--- src/rtl/dis_display_driver.sv ---
// -----------------------------------------------------------------------------
// dis_display_driver
//
// Purpose:
//   Shows a 16-bit value on a 6-position multiplexed 7-segment panel.
//   A sequential shift-add-3 (double-dabble) engine converts the value to
//   five BCD digits. Each finished result is copied into a display latch,
//   so the panel never shows a half-converted number. A refresh counter
//   steps through the digit positions.
//
// Ports:
//   CLK   in   1   system clock, rising edge
//   RST   in   1   synchronous reset, active high
//   VAL   in  16   value to display
//   SEG   out  7   segments {g,f,e,d,c,b,a}, active low
//   DP    out  1   decimal point, active low, always off
//   AN    out  6   anodes, active low; AN[0] ones ... AN[4] ten-thousands,
//                  AN[5] sign position
//   BUSY  out  1   conversion in progress (SHIFT or LOAD)
//
// Parameters:
//   REFRESH_CNT    clock cycles per digit slot (2 .. 2**20)
//   BLANK_LEADING  1 = blank leading zeros, 0 = show all five digits
//
// Build option:
//   DIS_SIGNED_EN  when defined, VAL is two's complement. The magnitude is
//                  converted, and position 5 shows a minus sign for
//                  negative values. When undefined, no sign logic exists.
//
// States:
//   state   | meaning
//   S_IDLE  | capture VAL, clear accumulator
//   S_SHIFT | 16 add-3/shift iterations, one per cycle
//   S_LOAD  | copy accumulator into display latch
// -----------------------------------------------------------------------------
module dis_display_driver #(
    parameter int unsigned REFRESH_CNT   = 100000,
    parameter int unsigned BLANK_LEADING = 1
) (
    input  logic        CLK,
    input  logic        RST,
    input  logic [15:0] VAL,
    output logic [6:0]  SEG,
    output logic        DP,
    output logic [5:0]  AN,
    output logic        BUSY
);

    localparam int RW = $clog2(REFRESH_CNT);
    localparam logic [RW-1:0] REF_LAST = RW'(REFRESH_CNT - 1);

    typedef enum logic [1:0] {
        S_IDLE,
        S_SHIFT,
        S_LOAD
    } state_t;

    state_t      state;
    state_t      state_nxt;

    logic [15:0] bin_sr;
    logic [19:0] bcd_acc;
    logic [15:0] adj;
    logic [4:0]  iter;
    logic [19:0] disp_bcd;

`ifdef DIS_SIGNED_EN
    logic        sign_cap;
    logic        disp_sign;
`endif

    logic [RW-1:0] ref_cnt;
    logic [2:0]    dig_idx;
    logic [3:0]    nib;
    logic [4:0]    nz;
    logic [6:0]    seg_sel;
    logic [5:0]    an_sel;

    function automatic logic [6:0] seg_dec(input logic [3:0] d);
        logic [6:0] s;
        case (d)
            4'd0:    s = 7'b1000000;
            4'd1:    s = 7'b1111001;
            4'd2:    s = 7'b0100100;
            4'd3:    s = 7'b0110000;
            4'd4:    s = 7'b0011001;
            4'd5:    s = 7'b0010010;
            4'd6:    s = 7'b0000010;
            4'd7:    s = 7'b1111000;
            4'd8:    s = 7'b0000000;
            4'd9:    s = 7'b0010000;
            default: s = 7'b1111111;
        endcase
        return s;
    endfunction

    // ---------------------------------------------------------------- FSM
    always_ff @(posedge CLK) begin
        if (RST) begin
            state <= S_IDLE;
        end else begin
            state <= state_nxt;
        end
    end

    always_comb begin
        state_nxt = state;
        case (state)
            S_IDLE:  state_nxt = S_SHIFT;
            S_SHIFT: if (iter == 5'd15) state_nxt = S_LOAD;
            S_LOAD:  state_nxt = S_IDLE;
            default: state_nxt = S_IDLE;
        endcase
    end

    assign BUSY = (state != S_IDLE);
    assign DP   = 1'b1;

    // ----------------------------------------------------- double dabble
    // Only nibbles 0..3 need the add-3 step: the ten-thousands nibble is at
    // most 3 before the final shift (65535 -> 6), so it can never reach 5.
    always_comb begin
        adj = bcd_acc[15:0];
        for (int k = 0; k < 4; k++) begin
            if (bcd_acc[4*k +: 4] >= 4'd5) begin
                adj[4*k +: 4] = bcd_acc[4*k +: 4] + 4'd3;
            end
        end
    end

    always_ff @(posedge CLK) begin
        if (RST) begin
            bin_sr    <= '0;
            bcd_acc   <= '0;
            iter      <= '0;
            disp_bcd  <= '0;
`ifdef DIS_SIGNED_EN
            sign_cap  <= 1'b0;
            disp_sign <= 1'b0;
`endif
        end else begin
            case (state)
                S_IDLE: begin
`ifdef DIS_SIGNED_EN
                    if (VAL[15]) begin
                        bin_sr <= ~VAL + 16'd1;
                    end else begin
                        bin_sr <= VAL;
                    end
                    sign_cap <= VAL[15];
`else
                    bin_sr   <= VAL;
`endif
                    bcd_acc  <= '0;
                    iter     <= '0;
                end
                S_SHIFT: begin
                    bcd_acc <= {bcd_acc[18:16], adj, bin_sr[15]};
                    bin_sr  <= {bin_sr[14:0], 1'b0};
                    iter    <= iter + 5'd1;
                end
                S_LOAD: begin
                    disp_bcd  <= bcd_acc;
`ifdef DIS_SIGNED_EN
                    disp_sign <= sign_cap;
`endif
                end
                default: ;
            endcase
        end
    end

    // ------------------------------------------------------ display scan
    always_comb begin
        for (int k = 0; k < 5; k++) begin
            nz[k] = (disp_bcd[4*k +: 4] != 4'd0);
        end
    end

    always_comb begin
        nib     = 4'd0;
        seg_sel = 7'h7F;
        an_sel  = 6'h3F;
        case (dig_idx)
            3'd0: nib = disp_bcd[3:0];
            3'd1: nib = disp_bcd[7:4];
            3'd2: nib = disp_bcd[11:8];
            3'd3: nib = disp_bcd[15:12];
            3'd4: nib = disp_bcd[19:16];
            default: nib = 4'd0;
        endcase
        if (dig_idx <= 3'd4) begin
            // A digit is a leading zero when it and every digit above it are 0;
            // the ones digit is never blanked so zero still reads "0".
            if ((BLANK_LEADING != 0) && (dig_idx != 3'd0) && ((nz >> dig_idx) == 5'd0)) begin
                seg_sel = 7'h7F;
                an_sel  = 6'h3F;
            end else begin
                seg_sel = seg_dec(nib);
                an_sel  = ~(6'd1 << dig_idx);
            end
        end else begin
`ifdef DIS_SIGNED_EN
            if (disp_sign) begin
                seg_sel = 7'b0111111;
                an_sel  = 6'b011111;
            end
`endif
        end
    end

    // SEG and AN are loaded on the same edge so they always describe one slot.
    always_ff @(posedge CLK) begin
        if (RST) begin
            ref_cnt <= '0;
            dig_idx <= '0;
            SEG     <= 7'h7F;
            AN      <= 6'h3F;
        end else begin
            if (ref_cnt == REF_LAST) begin
                ref_cnt <= '0;
                dig_idx <= (dig_idx == 3'd5) ? 3'd0 : dig_idx + 3'd1;
            end else begin
                ref_cnt <= ref_cnt + 1'b1;
            end
            SEG <= seg_sel;
            AN  <= an_sel;
        end
    end

endmodule

--- config.mk ---
export PLATFORM = sky130hd
export DESIGN_NAME = dis_display_driver
export DESIGN_NICKNAME = d
export VERILOG_FILES = /design/src/rtl/dis_display_driver.sv
export SDC_FILE = /design/constraint.sdc
export NUM_CORES = 1
export LEC_CHECK = 0
export ABC_AREA = 1
export ABC_CLOCK_PERIOD_IN_PS = 1800
export CORE_MARGIN = 3
export CORE_UTILIZATION = 40
export CTS_CLUSTER_SIZE = 28
export DETAILED_ROUTE_END_ITERATION = 10
export DONT_BUFFER_PORTS = 1
export PLACE_DENSITY_LB_ADDON = 0.05
export SLEW_MARGIN = 15
export SYNTH_ARGS = -nofsm -noshare
export SYNTH_HDL_FRONTEND = slang
export SYNTH_SLANG_ARGS = --single-unit
--- constraint.sdc ---
create_clock -name CLK -period 1.8 [get_ports CLK]
set_clock_uncertainty 0.15 [all_clocks]
set_input_delay 0.09 -clock CLK [delete_from_list [all_inputs] [get_ports CLK]]
set_output_delay 0.09 -clock CLK [all_outputs]
set_load 0.02 [all_outputs]
==> reports/qor.csv <==
stage;metric;value;unit
status;status;finished clean;
global_routing;grt_usage;16.9;%
setup_path;cp_max_fo;6;
setup_path;crit_buf_inv;1;
setup_path;r2r-end;SEG[3]$_SDFF_PP1_;
setup_path;worst_setup_path_start_kind;flop;
floorplan;dieHeight;113;um
synth;synth.most_common_cell;nand2_1;
synth;ys_seq_area_share;42.3;%
synth;syn_area;4550;um^2
power;cellPowerDensity;778;nW/um^2
placed_design;gp_congestion;0.880;
setup_path;arrival;1.84;ns
finish;nNetsFinal;675;
synth;synth_area_per_cell;7.46;um^2
flow_run;drv_cap;0;
setup_path;rr_startpoint;dig_idx[0]$_SDFFE_PP0P_;
setup_path;worst_setup_path_end_kind;flop;
setup_path;critPathMostFrequentCell;nand3_2;
detailed_routing;drtIter0Drc;210;
floorplan;die_area;12700;um^2
setup_path;cp_slowest_cell;dfxtp_2;
floorplan;ios;33;
power;p_leak;0.00214;uW
floorplan;core;11000;um^2
placed_design;dpl.hpwl;7090;um
timing;setup_viol;0;
detailed_routing;wl_per_cell;13.1;um
timing;hold_violations;0;
synth;synth_warnings;0;
finish;fin_area;5410;um^2
detailed_routing;firstDrtPassIters;4;
clock_tree;root_buffer;clkbuf_16;
setup_path;r2r_slack;0.03;ns
detailed_routing;antenna_left;0;
synth;netlist-cell-type-count;39;
detailed_routing;vias_per_cell;4.98;
power;total_power;4200;uW
clock_tree;clk_pin_slew;0.07;ns
setup_path;reg2reg_depth;10;
timing;whs;0.284;ns
setup_path;worst-path-stages;10;
synth;syn_inst;609;
global_routing;antenna_found_initial;0;
timing;rsz0062_at_grt;true;
floorplan;die_w;113;um
timing;timing.final.crit_share;98.2;%
global_routing;overflow;0;
clock_tree;insertion_delay;0.34;ns
floorplan;start_util;41.4;%
placed_design;placed_area;4750;um^2
setup_path;crit_start;dig_idx[0]$_SDFFE_PP0P_;
synth;synth-seq-cells;96;
detailed_routing;drc;0;
global_routing;grt_pass1_vias;3661;
clock_tree;cts_buffer_depth;2;
finish;area_delta_synth_final;19.0;%
floorplan;core.rowCount;38;
setup_path;cp_cell_sequence;buf_6 -> nor2_4 -> nand3_1 -> nand2_1 -> nor2_2 -> nand2_2 -> ha_4 -> o21bai_4 -> nand3_2 -> nand3_2;
synth;synthArstFlopShare;0;%
synth;ys.flop_type;dfxtp_1;
setup_path;critPathKind;flop to flop;
setup_path;cp.required;1.88;ns
synth;synth-edff-count;0;
clock_tree;cts_buffers;9;
setup_path;critical_path.endpoint;SEG[3]$_SDFF_PP1_;
clock_tree;tritoncts;done;
finish;drive_gt1_share;14.6;%
clock_tree;cts-htree-levels;3;
timing;finalMaxSlewViolations;0;
global_routing;grt_max_degree;50;
detailed_routing;via_count;3906;
clock_tree;cts_num_sinks;96;
min_path;hp-class;flop to flop;
placed_design;io_buffer_count;0;
synth;ys_top_cells_by_area;dfxtp_1, nand2_1, inv_1, a21oi_1, nand3_1;
setup_path;worst_path_dominant_cell_family;simple AND/OR/NAND/NOR gates;
timing;max_freq;0.566;GHz
detailed_routing;routed_wl;10300;um
timing;fin_crit;1.77;ns
synth;yosys.area.top_type;dfxtp_1;
synth;synthTopCellsByCount;nand2_1, dfxtp_1, inv_1;
setup_path;cp_slowest_stage_delay;0.33;ns
synth;synth_top_area_share;42.3;%
finish;num_antenna_cells;0;
global_routing;grt_pass1_wl;17500;um
power;vdd_drop_max;0.413;mV
## flip-flops by register name, summed over array words and instances, names as in the netlist
signal    count
AN            6
SEG           7
bcd_acc      20
bin_sr       16
dig_idx       3
disp_bcd     20
iter          5
ref_cnt      17
state         2
## power breakdown
group,internal (uW),total (uW),switching [uW]
logic,82.1,192,110
registers,2160,2200,32.5
clock network,979,1820,837
total,3230,4200,979
## through the flow
stage | TNS [ns] | setup WS [ns] | util [%] | std cells
2_1_floorplan | -0.0188 | -0.0188 | - | 610
3_3_place_gp | 0 | 0.0538 | 43.3 | 745
3_5_place_dp | -0.000886 | -0.000886 | 43.3 | 745
4_1_cts | 0 | 0.0000990 | 47.8 | 780
5_1_grt | -0.174 | -0.0862 | 49.2 | 785
6_report | 0 | 0.0323 | 49.2 | 785
## what timing repair did
action,CTS,global route
pin swaps,2,14
gates resized for setup,0,35
setup endpoints to repair,1,23
buffers inserted,0,5
hold buffers,19,0
hold endpoints to repair,61,0
gates cloned,0,0
## cells by family after synthesis
group                      share of synthesized area [%]
DFF                                                 42.3
AOI/OAI and AO/OA                                   14.9
and+or+nand+nor                                     27.3
xor gates and xnor gates                            1.35
other                                             0.0825
adders and majority gates                           4.68
buffers and inverters                               9.50
## cell usage in the layout (no fill, tap or decap), types with 3 or more instances in the layout
cell           count
a211oi_1          17
a21oi_1           51
a22oi_1            7
buf_12             3
buf_4             19
buf_6              4
clkbuf_16          9
dfxtp_1           90
dfxtp_2            6
dlygate4sd3_1     17
ha_1              14
inv_1             66
inv_2              5
nand2_1          123
nand2_2           10
nand3_1           41
nand3_2            7
nand4_1            9
nor2_1            53
nor2_2             4
nor2_4             7
nor3_1             5
nor3b_1            3
o211ai_1           3
o21ai_0           24
o21bai_1           5
xor2_1             6
## worst register-to-register path: stages (launching register included)
cell      delay (ns)
dfxtp_2         0.33
buf_6           0.13
nor2_4          0.17
nand3_1         0.14
nand2_1         0.10
nor2_2          0.04
nand2_2         0.10
ha_4            0.20
o21bai_4        0.17
nand3_2         0.07
nand3_2         0.06
## worst min path at each step
stage,start,to,depth (start not counted)
after floorplan,VAL[0],bin_sr[0]$_SDFFE_PP0P_,2
after global placement,RST,bin_sr[0]$_SDFFE_PP0P_,1
after detailed placement,RST,bin_sr[0]$_SDFFE_PP0P_,1
after CTS,VAL[0],bin_sr[0]$_SDFFE_PP0P_,3
after global routing,ref_cnt[0]$_SDFF_PP0_,ref_cnt[0]$_SDFF_PP0_,1
final,ref_cnt[0]$_SDFF_PP0_,ref_cnt[0]$_SDFF_PP0_,1
## per-layer routing
layer / wire length [um] / vias to the layer above / track usage [%]
li1: - / 2059 / -
met1: 5150 / 1776 / 23.6
met2: 4620 / 56 / 25.9
met3: 274 / 15 / 2.59
met4: 229 / 0 / 7.53
met5: 0 / - / 0
## area by class of cell
class,instances,area [um^2]
inverter,76,295
multi-input combinational,414,2310
timing repair buffer,43,418
tap,140,175
clock buffer,10,239
fill,1085,5580
sequential,96,1930
clock inverter,6,43.8
Power figures use the tool's default switching activity.
